### src/rtl/fifo_wr_arbiter_if.sv
// Requester beat bus plus FIFO write port shared by fifo_wr_arbiter.
// Ports: req_valid/last/data/ready per requester; fifo_full, fifo_wr_en, fifo_din.
interface fifo_wr_arbiter_if #(
  parameter int WIDTH   = 8,
  parameter int NUM_REQ = 4
);
  logic [NUM_REQ-1:0]       req_valid;
  logic [NUM_REQ-1:0]       req_last;
  logic [NUM_REQ*WIDTH-1:0] req_data;
  logic [NUM_REQ-1:0]       req_ready;
  logic                     fifo_full;
  logic                     fifo_wr_en;
  logic [WIDTH-1:0]         fifo_din;

  modport slave (
    input  req_valid,
    input  req_last,
    input  req_data,
    input  fifo_full,
    output req_ready,
    output fifo_wr_en,
    output fifo_din
  );

  modport master (
    output req_valid,
    output req_last,
    output req_data,
    output fifo_full,
    input  req_ready,
    input  fifo_wr_en,
    input  fifo_din
  );
endinterface

### src/rtl/fifo_wr_arbiter.sv
// Round-robin packet write arbiter in front of a single FIFO write port.
// Ports: clk, rst_n (sync, active low), bus (slave), busy, grant_id, pkt_done.
module fifo_wr_arbiter #(
  parameter int WIDTH    = 8,
  parameter int NUM_REQ  = 4,
  parameter int ID_WIDTH = $clog2(NUM_REQ)
) (
  input  logic                clk,
  input  logic                rst_n,
  fifo_wr_arbiter_if.slave    bus,
  output logic                busy,
  output logic [ID_WIDTH-1:0] grant_id,
  output logic                pkt_done
);

  typedef enum logic {
    IDLE = 1'b0,
    BUSY = 1'b1
  } state_t;

  state_t              state_q, state_d;
  logic [ID_WIDTH-1:0] grant_q, grant_d;
  logic [ID_WIDTH-1:0] last_q, last_d;
  logic                pkt_q, pkt_d;

  logic                sel_valid;
  logic                sel_last;
  logic [WIDTH-1:0]    sel_data;
  logic [NUM_REQ-1:0]  others;
  logic                accept;
  logic                done;
  logic [ID_WIDTH:0]   pick_idle;
  logic [ID_WIDTH:0]   pick_next;

  // Returns {found, index}: first set bit of mask after ptr, wrapping.
  // Walking the distance downward lets the nearest hit win.
  function automatic logic [ID_WIDTH:0] rr_pick(
    input logic [ID_WIDTH-1:0] ptr,
    input logic [NUM_REQ-1:0]  mask
  );
    logic [ID_WIDTH:0]   r;
    logic [ID_WIDTH-1:0] idx;
    r = '0;
    for (int k = NUM_REQ; k >= 1; k--) begin
      idx = ID_WIDTH'((int'(ptr) + k) % NUM_REQ);
      if (mask[idx]) begin
        r = {1'b1, idx};
      end
    end
    return r;
  endfunction

  always_comb begin
    sel_valid = 1'b0;
    sel_last  = 1'b0;
    sel_data  = '0;
    others    = '0;
    for (int i = 0; i < NUM_REQ; i++) begin
      if (grant_q == ID_WIDTH'(i)) begin
        sel_valid = bus.req_valid[i];
        sel_last  = bus.req_last[i];
        sel_data  = bus.req_data[i*WIDTH +: WIDTH];
      end else begin
        others[i] = bus.req_valid[i];
      end
    end
  end

  assign accept = (state_q == BUSY) && sel_valid
               && !bus.fifo_full;
  assign done   = accept && sel_last;

  // The holder's own valid belongs to the beat being
  // consumed, so it is masked out of the handover pick.
  assign pick_idle = rr_pick(last_q, bus.req_valid);
  assign pick_next = rr_pick(grant_q, others);

  always_comb begin
    state_d = state_q;
    grant_d = grant_q;
    last_d  = last_q;
    pkt_d   = done;
    unique case (state_q)
      IDLE: begin
        if (pick_idle[ID_WIDTH]) begin
          state_d = BUSY;
          grant_d = pick_idle[ID_WIDTH-1:0];
          last_d  = pick_idle[ID_WIDTH-1:0];
        end
      end
      BUSY: begin
        if (done) begin
          last_d = grant_q;
          if (pick_next[ID_WIDTH]) begin
            grant_d = pick_next[ID_WIDTH-1:0];
            last_d  = pick_next[ID_WIDTH-1:0];
          end else begin
            state_d = IDLE;
          end
        end
      end
      default: state_d = IDLE;
    endcase
  end

  always_comb begin
    bus.req_ready  = '0;
    bus.fifo_wr_en = accept;
    bus.fifo_din   = sel_data;
    for (int i = 0; i < NUM_REQ; i++) begin
      if (state_q == BUSY && grant_q == ID_WIDTH'(i)) begin
        bus.req_ready[i] = !bus.fifo_full;
      end
    end
  end

  always_ff @(posedge clk) begin
    if (!rst_n) begin
      state_q <= IDLE;
      grant_q <= '0;
      last_q  <= ID_WIDTH'(NUM_REQ - 1);
      pkt_q   <= 1'b0;
    end else begin
      state_q <= state_d;
      grant_q <= grant_d;
      last_q  <= last_d;
      pkt_q   <= pkt_d;
    end
  end

  assign busy     = (state_q == BUSY);
  assign grant_id = grant_q;
  assign pkt_done = pkt_q;

endmodule

### src/flat_wrapper.sv
// flat-port wrapper written by rule: the top's interface ports become plain ports
module fifo_wr_arbiter_flat 
#(
  parameter int WIDTH    = 8,
  parameter int NUM_REQ  = 4,
  parameter int ID_WIDTH = $clog2(NUM_REQ)
)
  (clk, rst_n, busy, grant_id, pkt_done, bus_req_valid, bus_req_last, bus_req_data, bus_fifo_full, bus_req_ready, bus_fifo_wr_en, bus_fifo_din);
  fifo_wr_arbiter_if #(.WIDTH(WIDTH), .NUM_REQ(NUM_REQ)) bus_i ();
  input  logic clk;
  input  logic rst_n;
  output logic busy;
  output logic [ID_WIDTH-1:0] grant_id;
  output logic pkt_done;
  input wire logic [$bits(bus_i.req_valid)-1:0] bus_req_valid;
  input wire logic [$bits(bus_i.req_last)-1:0] bus_req_last;
  input wire logic [$bits(bus_i.req_data)-1:0] bus_req_data;
  input wire logic [$bits(bus_i.fifo_full)-1:0] bus_fifo_full;
  output wire logic [$bits(bus_i.req_ready)-1:0] bus_req_ready;
  output wire logic [$bits(bus_i.fifo_wr_en)-1:0] bus_fifo_wr_en;
  output wire logic [$bits(bus_i.fifo_din)-1:0] bus_fifo_din;
  assign bus_i.req_valid = bus_req_valid;
  assign bus_i.req_last = bus_req_last;
  assign bus_i.req_data = bus_req_data;
  assign bus_i.fifo_full = bus_fifo_full;
  assign bus_req_ready = bus_i.req_ready;
  assign bus_fifo_wr_en = bus_i.fifo_wr_en;
  assign bus_fifo_din = bus_i.fifo_din;
  fifo_wr_arbiter #(.WIDTH(WIDTH), .NUM_REQ(NUM_REQ), .ID_WIDTH(ID_WIDTH)) u_core (.clk(clk), .rst_n(rst_n), .bus(bus_i), .busy(busy), .grant_id(grant_id), .pkt_done(pkt_done));
endmodule
### config.mk
export PLATFORM = sky130hd
export DESIGN_NAME = fifo_wr_arbiter_flat
export DESIGN_NICKNAME = d
export VERILOG_FILES = /design/src/rtl/fifo_wr_arbiter_if.sv /design/src/rtl/fifo_wr_arbiter.sv /design/src/flat_wrapper.sv
export SDC_FILE = /design/constraint.sdc
export NUM_CORES = 1
export LEC_CHECK = 0
export CAP_MARGIN = 25
export CORE_MARGIN = 1
export CORE_UTILIZATION = 40
export CTS_CLUSTER_DIAMETER = 150
export CTS_CLUSTER_SIZE = 24
export DETAILED_ROUTE_END_ITERATION = 10
export GPL_TIMING_DRIVEN = 1
export HOLD_SLACK_MARGIN = 0.15
export PLACE_DENSITY_LB_ADDON = 0.2
export SYNTH_ARGS = -nofsm -noshare
export SYNTH_HDL_FRONTEND = slang
export SYNTH_SLANG_ARGS = --single-unit
### constraint.sdc
create_clock -name clk -period 3.55 [get_ports clk]
set_clock_uncertainty 0.1 [all_clocks]
set_input_delay 0.5325 -clock clk [delete_from_list [all_inputs] [get_ports clk]]
set_output_delay 0.5325 -clock clk [all_outputs]
set_load 0.02 [all_outputs]
Yosys cells after proc, flatten, opt, wreduce, memory -nomap -nowiden

Cells that the tools add are included.

Register bits after elaboration: 6
Input port bits: 43

Add/subtract/negate cells: 8
$lt $le $gt $ge: 8
Equal/unequal tests: 5
Reductions and logical operators: 10
Muxes and demuxes: 52
Bitwise gates (word level): 1

Operator list:

| cell                                                                   | count |
|---|---|
| 8-bit 2-to-1 mux                                                       | 4 |
| 1-bit 2-to-1 mux                                                       | 27 |
| 2-bit by 3-bit < comparator with 1-bit output (second input constant)  | 8 |
| 3-bit 2-to-1 mux                                                       | 8 |
| 1-bit binary-select mux with 2-bit select                              | 8 |
| 2-bit by 1-bit adder with 2-bit output (second input constant)         | 4 |
| 2-bit adder (second input constant)                                    | 4 |
| 1-bit logical AND                                                      | 7 |
| 2-bit 2-to-1 mux                                                       | 3 |
| 2-bit equality test (second input constant)                            | 2 |
| 2-bit case mux with 2 select lines                                     | 1 |
| 2-bit by 1-bit equality test with 1-bit output (second input constant) | 1 |
| 2-bit zero test                                                        | 1 |
| 2-bit by 1-bit != test with 1-bit output (second input constant)       | 1 |
| 2-bit != test (second input constant)                                  | 1 |
| 1-bit case mux with 2 select lines                                     | 1 |
| 2-bit AND reduction                                                    | 1 |
| 1-bit zero test                                                        | 1 |
| 1-bit NOT                                                              | 1 |

Longest topological paths before layout

Depth after elaboration: 11
Depth in mapped cells: 9
Gate-level depth less buffers: 7

Least setup slack after synthesis

No wires, ideal clock.

Kind: register to output
Start: register u_core.grant_q[1], in the netlist u_core.grant_id[1]
End: output port bus_fifo_din[6]
Data arrival time: 2098 ps
Slack: 819 ps
Cell stages (with the launch flop): 9
Data required time: 2917 ps
Buffers on the path: 2
Path through: dfxtp_1 > inv_1 > ha_1 > clkbuf_1 > clkbuf_1 > nand3b_1 > a21oi_1 > a21oi_1 > o21ai_0

Longest elaborated chain between the ends: 5

Ends and longest elaborated chain:

| element                       | line                   | source |
|---|---|---|
| start: declaration            | fifo_wr_arbiter.sv:22  | `logic [ID_WIDTH-1:0] grant_q, grant_d;` |
| start signal: assignment      | fifo_wr_arbiter.sv:125 | `grant_q <= grant_d;` |
| 2-bit zero test               | fifo_wr_arbiter.sv:59  | `if (grant_q == ID_WIDTH'(i)) begin` |
| 8-bit 2-to-1 mux (3 in a row) | fifo_wr_arbiter.sv:59  |  |
| 8-bit 2-to-1 mux (*)          | fifo_wr_arbiter.sv:59  |  |
| end: declaration              | flat_wrapper.sv:21     | `output wire logic [$bits(bus_i.fifo_din)-1:0] bus_fifo_din;` |

Mark *: on every way between the ends. The rest lies on a longest branch, timed or not.

Final worst setup path

Start: register u_core.grant_q[0], in the netlist u_core.grant_id[0]
End: output port bus_fifo_wr_en

Longest elaborated chain between the ends: 7

Ends and longest elaborated chain:

| element                       | line                  | source |
|---|---|---|
| 2-bit zero test               | fifo_wr_arbiter.sv:59 |  |
| 1-bit 2-to-1 mux (3 in a row) | fifo_wr_arbiter.sv:59 |  |
| 1-bit 2-to-1 mux (*)          | fifo_wr_arbiter.sv:59 |  |
| 1-bit logical AND (*)         | fifo_wr_arbiter.sv:69 | `assign accept = (state_q == BUSY) && sel_valid` |
| 1-bit logical AND (*)         | fifo_wr_arbiter.sv:70 | `&& !bus.fifo_full;` |
| end: declaration              | flat_wrapper.sv:20    | `output wire logic [$bits(bus_i.fifo_wr_en)-1:0] bus_fifo_wr_en;` |

Marked as above.

==> impl_metrics.tcl <==
set metrics [dict create \
    fin_area_um2 1610 \
    wl_per_cell_um 15.3 \
    die_x_um 51.7 \
    critPathCaptureType "output port" \
    grt_max_degree 23 \
    grt-ovfl-total 0 \
    cts_buffers 3 \
    yosysSeqAreaShare_pct 12.2 \
    initial_core_util_pct 43.4 \
    final_layout_size_suffix_gt1_share_pct 9.64 \
    crit_chain "inv_2, ha_1, inv_1, o311a_1, and2_1, clkdlybuf4s50_1" \
    grt_pass1_wl_um 5630 \
    place.gp.congestion 0.927 \
    critPathLaunchType "register" \
    grt_pass1_vias 1219 \
    rsz0062_at_grt "no" \
    syn_avg_cell_area_um2 6.95 \
    clockBufferDepth 2 \
    rows 17 \
    cts_sinks 6 \
    synth_cell_types 45 \
    grt_usage_pct 28.6 \
    status "completed" \
    netlist_top_cells_area "dfxtp_1 (12%), a21oi_1 (9.6%), nand2_1 (7.2%), nand3b_1 (6.8%), ha_1 (6.3%)" \
    antenna_found_initial 0 \
    synthesis.area_um2 987 \
    wl_met3_um 226 \
    crit_arrival_ns 2.69 \
    worstSetupPathType "reg2out" \
    p_leak_nw 0.587 \
    ys_warn_count 0 \
    clk_latency_ns 0.26 \
    cts_hold_buf 0 \
    wl_met2_um 1610 \
    cts_tree "yes" \
    reg2reg_from "u_core.grant_id[0]$_SDFFE_PN0P_" \
    synth_cells 142 \
    crit_family "buffers and inverters" \
    synth_ff_type "dfxtp_1" \
    async_flop_share_pct 0 \
    cp-startpoint "u_core.grant_id[0]$_SDFFE_PN0P_" \
    root_buffer "clkbuf_4" \
    drc 0 \
    clkTransAtPathRegs_ns 0.04 \
    cp_max_fo 21 \
    worst_path_largest_cell_delay_ns 0.61 \
    crit_buf_inv 3 \
    maxCapViolCount 0 \
    synth_edf_count 0 \
    area.growth.synth_to_final_pct 62.6 \
    dr.pass1.iters 4 \
    netlist.area_leader.share_pct 12.2 \
    htreeDepth 1 \
    slowest_stage "ha_1" \
    dieArea_um2 2670 \
    core_um2 2280 \
    dp.cells 222 \
    slew_headroom_pct 56.3 \
    period_minus_slack_ns 3.32 \
    dpl.hpwl_um 2680 \
    dr.max_layer_used "met4" \
    final_cells 225 \
    antenna_cells 0 \
    crit_required_ns 2.92 \
    final_util_pct 70.5 \
    io_buffers 59 \
    drt-initial-drc-count 36 \
    num_vias 1284 \
    drtAntennaViolNets 0 \
    routed_via_density 5.71 \
    ys_ff_latch 6 \
    fin_crit_sh_pct 93.5 \
    fmax_mhz 301 \
    finalHoldViolations 0 \
    min-delay-start "u_core.grant_id[1]$_SDFFE_PN0P_" \
    wl_met1_um 1560 \
    yosysTopAreaCell "dfxtp_1" \
    ir_drop_v 0.000294 \
    pin_count 60 \
    die_h_um 51.7 \
    postPlaceCellArea_um2 1580 \
    syn_nets 190 \
    finalSetupViolations 0 \
    wl_um 3450 \
    total_power_mw 0.501 \
    cellPowerDensity_nw_per_um2 312 \
    slew_violations 0 \
    tightestPinTransition_ns 0.655 \
    netlist_top_cells_count "a21oi_1 (19), nand2_1 (19), o21ai_0 (11)" \
    worst_hold_path_type "reg2reg" \
    setup_tns_ns 0 \
    nNetsFinal 247 \
]
## registers in the layout (all words and copies together), names as in the netlist
name	cells
u_core.grant_id	2
u_core.last_q	2
u_core.busy	1
u_core.pkt_done	1
## final cells by class
cell class,count,area (µm²)
Timing Repair Buffer,60,598
Inverter,8,30.0
Multi-Input combinational cell,120,800
Tap cell,28,35.0
Fill cell,196,671
Sequential cell,6,120
Clock buffer,3,22.5
## routing by layer
layer  up-vias  GRT usage [%]
met5         -              0
met3         4           7.31
met2        58           48.3
met4         0           9.01
met1       587           35.1
li1        635              -
## cells in the final DEF (no fill, tap or decap), types with 2 or more instances in the layout
cell type	synthesis	final
clkdlybuf4s50_1	0	59
nand2_1	19	19
a21oi_1	19	19
o21ai_0	11	11
nand3b_1	9	9
inv_1	7	7
dfxtp_1	6	6
and2_1	4	4
nand2b_2	4	4
nand3_1	4	4
ha_1	5	4
nor2b_1	3	3
a211oi_1	3	3
nor3_1	3	3
nor2_1	3	3
mux2i_1	3	3
clkbuf_4	0	3
a31o_2	2	2
a31oi_1	2	2
o2bb2ai_1	2	2
mux4_2	2	2
nand2b_1	2	2
## worst reg2reg max path, cell delays in order, from the launching register on
cell      delay [ns]
dfxtp_1         0.53
inv_2           0.16
ha_1            0.46
nand2b_2        0.36
mux4_2          0.50
nand2b_1        0.17
mux2i_1         0.15
a211o_1         0.26
## final timing paths
check | endpoint | slack [ns] | depth (start not counted)
worst max-delay path | bus_fifo_wr_en | 0.23 | 6
worst min-delay path | u_core.grant_id[1]$_SDFFE_PN0P_ | 0.51 | 2
worst max register to register | u_core.last_q[0]$_SDFFE_PN1P_ | 0.75 | 7
worst min register to register | u_core.grant_id[1]$_SDFFE_PN0P_ | 0.51 | 2
## kinds of logic after synthesis
family	Yosys count	synth area share (%)
compound gates	53	34.3
simple gates	57	32.4
mux	5	7.60
buf+inv	16	7.10
flops	6	12.2
fa+ha+maj	5	6.34
## what timing repair did
item,in CTS,in global routing
buffers inserted,0,0
setup endpoints to repair,0,1
resized for setup,0,1
## report_power, final
group	switching, mW	total, mW	internal [mW]
combinational	0.171	0.347	0.176
sequential	0.0131	0.0877	0.0746
clock	0.0278	0.0662	0.0384
total	0.212	0.501	0.289
## metrics by stage
stage	hold WS (ns)	setup WS, ns
2_1_floorplan	0.450	0.819
3_3_place_gp	0.463	0.559
3_5_place_dp	0.499	0.437
4_1_cts	0.505	0.156
5_1_grt	0.537	0.0522
6_report	0.511	0.231
(Power assumes the default switching activity.)
